<file path="src/rtl/ltssm_pkg.sv">
// Shared LTSSM definitions: ordered-set symbol values, symbol positions inside
// a 128-bit training sequence, and the receive-checker FSM state type.
// The TS generator and the receive checker both use these constants.
package ltssm_pkg;

  localparam int unsigned TS_W = 128;

  localparam logic [7:0] COM_SYM = 8'hBC;
  localparam logic [7:0] TS1_ID  = 8'h4A;
  localparam logic [7:0] TS2_ID  = 8'h45;

  // Symbol k occupies bits [8k+7:8k]
  localparam int unsigned SYM_COM   = 0;
  localparam int unsigned SYM_LINK  = 1;
  localparam int unsigned SYM_LANE  = 2;
  localparam int unsigned SYM_NFTS  = 3;
  localparam int unsigned SYM_RATE  = 4;
  localparam int unsigned SYM_CTRL  = 5;
  localparam int unsigned SYM_ID_LO = 6;
  localparam int unsigned SYM_ID_HI = 15;

  typedef enum logic [1:0] {
    HUNT = 2'd0,
    LOCK = 2'd1,
    DONE = 2'd2
  } rx_state_e;

  function automatic logic [7:0] ts_sym(input logic [TS_W-1:0] ts, input int unsigned k);
    return ts[8*k +: 8];
  endfunction

endpackage

</file>
<file path="src/rtl/ts_rx_decode.sv">
// Combinational TS decoder.
// Ports:
//   ts_i        inbound 128-bit training sequence
//   is_good_o   COM present and identifier symbols 6..15 uniformly TS1 or TS2
//   is_ts2_o    identifiers are all TS2 (only meaningful with is_good_o)
//   key_o       symbols 1..5, used to detect identical consecutive TSs
//   link_num_o, lane_num_o, rate_o, ctrl_o  symbols 1, 2, 4, 5
module ts_rx_decode
  import ltssm_pkg::*;
(
  input  logic [TS_W-1:0] ts_i,
  output logic            is_good_o,
  output logic            is_ts2_o,
  output logic [39:0]     key_o,
  output logic [7:0]      link_num_o,
  output logic [7:0]      lane_num_o,
  output logic [7:0]      rate_o,
  output logic [7:0]      ctrl_o
);

  logic all_ts1;
  logic all_ts2;

  always_comb begin
    all_ts1 = 1'b1;
    all_ts2 = 1'b1;
    for (int unsigned k = SYM_ID_LO; k <= SYM_ID_HI; k++) begin
      if (ts_sym(ts_i, k) != TS1_ID) all_ts1 = 1'b0;
      if (ts_sym(ts_i, k) != TS2_ID) all_ts2 = 1'b0;
    end
  end

  // A mix of TS1 and TS2 identifiers clears both flags and is therefore malformed
  assign is_good_o  = (ts_sym(ts_i, SYM_COM) == COM_SYM) && (all_ts1 || all_ts2);
  assign is_ts2_o   = all_ts2;
  assign key_o      = {ts_sym(ts_i, SYM_CTRL), ts_sym(ts_i, SYM_RATE), ts_sym(ts_i, SYM_NFTS),
                       ts_sym(ts_i, SYM_LANE), ts_sym(ts_i, SYM_LINK)};
  assign link_num_o = ts_sym(ts_i, SYM_LINK);
  assign lane_num_o = ts_sym(ts_i, SYM_LANE);
  assign rate_o     = ts_sym(ts_i, SYM_RATE);
  assign ctrl_o     = ts_sym(ts_i, SYM_CTRL);

endmodule

</file>
<file path="config.mk">
export PLATFORM = sky130hd
export DESIGN_NAME = ts_rx_decode
export DESIGN_NICKNAME = d
export VERILOG_FILES = /design/src/rtl/ltssm_pkg.sv /design/src/rtl/ts_rx_decode.sv
export SDC_FILE = /design/constraint.sdc
export NUM_CORES = 1
export LEC_CHECK = 0
export ABC_AREA = 1
export BUFFER_PORTS_ARGS = -buffer_cell sky130_fd_sc_hd__buf_2
export CAP_MARGIN = 10
export CORE_ASPECT_RATIO = 0.6
export CORE_MARGIN = 5
export CORE_UTILIZATION = 28
export DETAILED_ROUTE_END_ITERATION = 8
export PLACE_DENSITY_LB_ADDON = 0.3
export SLEW_MARGIN = 10
export SYNTH_ARGS = -nofsm -noshare
export SYNTH_HDL_FRONTEND = slang
export SYNTH_SLANG_ARGS = --single-unit
</file>
<file path="constraint.sdc">
create_clock -name vclk -period 1.3
set_clock_uncertainty 0.15 [all_clocks]
set_input_delay 0.195 -clock vclk [all_inputs]
set_output_delay 0.195 -clock vclk [all_outputs]
set_load 0.01 [all_outputs]
</file>
==> results of run 1 <==
==> worst paths after layout <==
path | start | to | slack [ps] | cells after the start
worst min-delay path | ts_i[14] | key_o[6] | 240 | 0
worst max-delay path | ts_i[68] | is_ts2_o | -180 | 10
==> placed cells by master (no fill, tap or decap), drive strengths merged <==
| cell | instances |
|---|---|
| nor2 | 53 |
| nand3 | 11 |
| buf | 91 |
| a21oi | 1 |
| inv | 29 |
| nand4 | 2 |
| nand2 | 37 |
| nor3 | 5 |
==> per-layer routing <==
layer  global-route usage  part of all wire
met5                    0                 0
met4               0.0209             0.019
met3               0.0473              0.16
met2                0.122              0.42
met1                0.116              0.40
==> power groups by stage <==
stage               combinational [mW]  clock (mW)  sequential [mW]
CTS                              0.218           0                0
finish                           0.238           0                0
detailed placement               0.208           0                0
global route                     0.270           0                0
global placement                 0.206           0                0
floorplan                        0.290           0                0
==> kinds of logic after synthesis <==
logic type	after synthesis
AND/OR/NAND/NOR	108
AO/OA/AOI/OAI	1
buffers and inverters	101
==> cell type report <==
class / instances / share of cell area
tap: 47 / 0.0489
inverter: 29 / 0.0905
timing repair buffer: 91 / 0.443
multi-input combinational: 109 / 0.417
==> timing repair <==
action	CTS	global route
endpoints found under the hold margin	0	0
endpoints found under the setup margin	2	2
gates resized for setup	9	19
hold buffers	0	0
pin swaps	7	24
buffers inserted	0	1
==> run summary, run 1 <==
Sequential Area - 0 um^2
Worst Path Arrival - 1140 ps
Post-Synth XOR/XNOR Area - 0
P per Cell Area - 198 mW/mm^2
fmax - 674 MHz
largest net degree at the start of global routing - 3
slowest cell on the critical path - buf_4
Yosys top cell by area - buf_4
area of the mapped netlist - 0.00111 mm^2
sequential area share after synthesis - 0
sw frac - 0.388
Syn Nets - 338
largest family of logic cells by synthesized area - buffers and inverters
post-DP HPWL - 2430 um
crit path kind - in2out
Worst EP required - 950 ps
pins over their slew limit - 0
leakage power - 0.687 nW
worst-path fanout max - 2
row count - 17
# DRC - 0
wire length per cell - 9.86 um
Worst slew margin - 0.842
non-filler cells, final - 276
max incr delay on CP - 140 ps
clock buffers - 0
mux share of post-synthesis cell area - 0
status - finished with violations
final WL - 2720 um
final period utilization - 1.14
NetSw - 0.0924 mW
final setup violating endpoints - 2
fillers - 424
Vias/cell - 3.96
initial DRC count - 29
share of post-route cells with drive strength above 1 - 0.493
Mean Syn Cell Area - 5.28 um^2
RSZ-0062 raised after global routing - true
Ant. Diodes - 0
pre-CTS setup slack - -206 ps
Initial Util - 0.296
Final Power - 0.238 mW
HP Class - in2out
I/O pins - 202
WP buf/inv - 4
top-count cell post-synth - buf_4
top cells by count, synth - buf_4, nor2_1, nand2_1
number of nets in the layout - 359
post-synth top area share - 0.488
chip height - 58.7 um
gr ovfl total - 0
placed instance area - 0.00108 mm^2
min cycle time layout - 1480 ps
Seq pwr share - 0
failing checks - setup timing
number of sequential cells - 0
footprint of the multi-input gates - 502 um^2
Final Hold Viols - 0
vias post-DR - 1092
Synth Area in Adders - 0
Crit path max-delay family - simple AND/OR/NAND/NOR gates
max-cap violations - 0
global-route wire length before repair - 4170 um
crit start category - input port
worst-path cell chain - buf_6 -> nor2_2 -> nand3_1 -> nor2_1 -> nand2_1 -> nor2_2 -> nand3_2 -> buf_4 -> inv_2 -> buf_6
Pint - 0.146 mW
Final WS setup - -185 ps
Placer Congestion - 0.718
Synth Area in Simple Gates - 0.406
setup_tns - -368 ps
Compound-Gate Fraction of Synth Area - 0.00790
Clock Power Share - 0
VDD IR max - 0.0000851 V
Tightest Pin Transition - 235 ps
logic gate share of total power - 1.000
Post-Route Utilization - 0.321
post-placement cell count - 275
initial antenna violation count - 0
Synth warnings - 0
die area - 0.00536 mm^2
Mapped Cells - 210
DRT antenna net count - 0
Finished Cell Area - 0.00120 mm^2
crit path capture type - primary output
vias in the first global route - 1016
Core ar. - 0.00374 mm^2
Layout area overhead - 8.46%
PortBufs - 90
hold_ws - 240 ps
GRT Overall Usage - 0.0873
Netlist cell types - 11
Die W - 91.2 um
synth top area cells - buf_4, nor2_1, nand2_1, inv_1, nand3_1
Pre-antenna DRT Iters - 4
No activity file was read; power rests on OpenSTA's default activity.
==> run 2: changes to the inputs <==
ABC_AREA = 0   (was 1)
CORE_AREA = 5 5 76 78   (was default)
CORE_ASPECT_RATIO = default   (was 0.6)
CORE_MARGIN = default   (was 5)
CORE_UTILIZATION = default   (was 28)
DIE_AREA = 0 0 81 83   (was default)
==> run summary, run 2 <==
number of sequential cells - 0
# DRC - 0
Sequential Area - 0 um^2
post-DP HPWL - 2660 um
crit path capture type - primary output
RSZ-0062 raised after global routing - true
synth top area cells - buf_4, and4bb_1, nor4b_1, nand4_1, nor4bb_1
Core ar. - 0.00501 mm^2
Die W - 81 um
status - finished with violations
VDD IR max - 0.0000565 V
Ant. Diodes - 0
Placer Congestion - 0.667
post-CTS setup buffers - 0
max-cap violations - 0
Hold EP - key_o[23]
mux share of post-synthesis cell area - 0
most common cell after layout, fill and taps aside - buf_2
Initial Util - 0.190
clock buffers - 0
Worst slew margin - 0.819
HP Class - in2out
Syn Nets - 249
leakage power - 0.528 nW
Layout area overhead - 17.6%
largest family of logic cells by synthesized area - buffers and inverters
Final WS setup - -789 ps
most frequent cells in the layout - buf_2, and4bb_1, nand4_1, buf_6, nor2_1
wire length per cell - 13.8 um
Synth Area in Adders - 0
min cycle time layout - 2090 ps
Worst Path Arrival - 1740 ps
PortBufs - 90
sequential area share after synthesis - 0
number of nets in the layout - 271
gr ovfl total - 0
vias in the first global route - 927
I/O pins - 202
Vias/cell - 4.13
row count - 26
Worst EP required - 950 ps
DRT antenna net count - 0
Netlist cell types - 13
crit start category - input port
Compound-Gate Fraction of Synth Area - 0.0158
Mean Syn Cell Area - 7.87 um^2
P per Cell Area - 190 mW/mm^2
hold buffers post-CTS - 0
worst-path fanout max - 2
hold depth - 0
vias post-DR - 871
Post-Synth XOR/XNOR Area - 0
Tightest Pin Transition - 268 ps
top cells by count, synth - buf_4, and4bb_1, nand4_1, nor4b_1, nor2_1
Synth warnings - 0
Mapped Cells - 121
pre-CTS setup slack - -908 ps
Final Hold Viols - 0
Pre-antenna DRT Iters - 2
final setup violating endpoints - 2
hold path startpoint - ts_i[31]
top-count cell post-synth - buf_4
share of post-route cells with drive strength above 1 - 0.780
final WL - 2910 um
pins over their slew limit - 0
GRT Overall Usage - 0.0764
Synth Area in Simple Gates - 0.417
final period utilization - 1.61
die area - 0.00672 mm^2
fmax - 479 MHz
global-route wire length before repair - 4210 um
chip height - 83 um
Finished Cell Area - 0.00112 mm^2
initial antenna violation count - 1
placed instance area - 981 um^2
area of the mapped netlist - 952 um^2
crit path kind - in2out
Yosys top cell by area - buf_4
largest net degree at the start of global routing - 3
post-synth top area share - 0.568
failing checks - setup timing
initial DRC count - 11
[run 2: cell types whose count changed in the layout (fill, tap and decap cells not counted), moves of 6 or more]
cell	previous run	this run
inv_1	26	0
and4bb_1	0	9
nor2_2	11	0
nand4_1	2	8
nand3_1	9	0
nor2_1	40	5
nand2_1	35	4
[run 2: metal layers]
layer | track usage | up-vias | wire, um
li1 | - | 411 | -
met1 | 0.0742 | 362 | 897
met2 | 0.145 | 70 | 1490
met3 | 0.0249 | 26 | 392
met4 | 0.0276 | 2 | 107
met5 | 0 | - | 20
[run 2: critical path: stages]
cell	delay (ps)
buf_2	110
nor4bb_2	260
nand2_1	90
or4_4	560
a2111oi_4	340
buf_2	180
[run 2: area by class of cell]
type / instances / area, um^2
fillers: 581 / 3890
multi-input cells: 49 / 517
repair buffers: 92 / 515
well taps: 70 / 87.6
[run 2: power breakdown]
| group | leakage (nW) | total, mW | internal [mW] | switching, mW |
|---|---|---|---|---|
| registers | 0 | 0 | 0 | 0 |
| clock network | 0 | 0 | 0 | 0 |
| logic | 0.528 | 0.213 | 0.148 | 0.0650 |
[run 2: cell families after synthesis]
kind of cell | count (synthesis)
AO/OA/AOI/OAI | 1
buffers and inverters | 72
AND/OR/NAND/NOR | 48
[run 2: worst max-delay path by stage]
stage,from,to,slack (ps),cells after the start
4_1_cts,ts_i[82],is_good_o,-810,6
3_5_place_dp,ts_i[92],is_good_o,-910,6
6_report,ts_i[66],is_good_o,-790,6
3_3_place_gp,ts_i[92],is_good_o,-860,6
2_1_floorplan,ts_i[75],is_good_o,-510,4
5_1_grt,ts_i[80],is_good_o,-870,6
[run 2: per-stage QoR]
| step | setup TNS, ps | cells | hold WS [ps] | utilization | power (mW) |
|---|---|---|---|---|---|
| 2_1_floorplan | -904 | 121 | 332 | - | 0.266 |
| 3_3_place_gp | -1650 | 211 | 240 | 0.196 | 0.180 |
| 3_5_place_dp | -1700 | 211 | 240 | 0.196 | 0.181 |
| 4_1_cts | -1400 | 211 | 240 | 0.213 | 0.205 |
| 5_1_grt | -1500 | 211 | 240 | 0.224 | 0.235 |
| 6_report | -1330 | 211 | 240 | 0.224 | 0.213 |
[run 2: what timing repair did]
action                     4_1_cts  5_1_grt
cloned                           0        0
setup endpoints to repair        2        2
resized for setup               15       10
hold endpoints to repair         0        0
pin swaps                       11        4
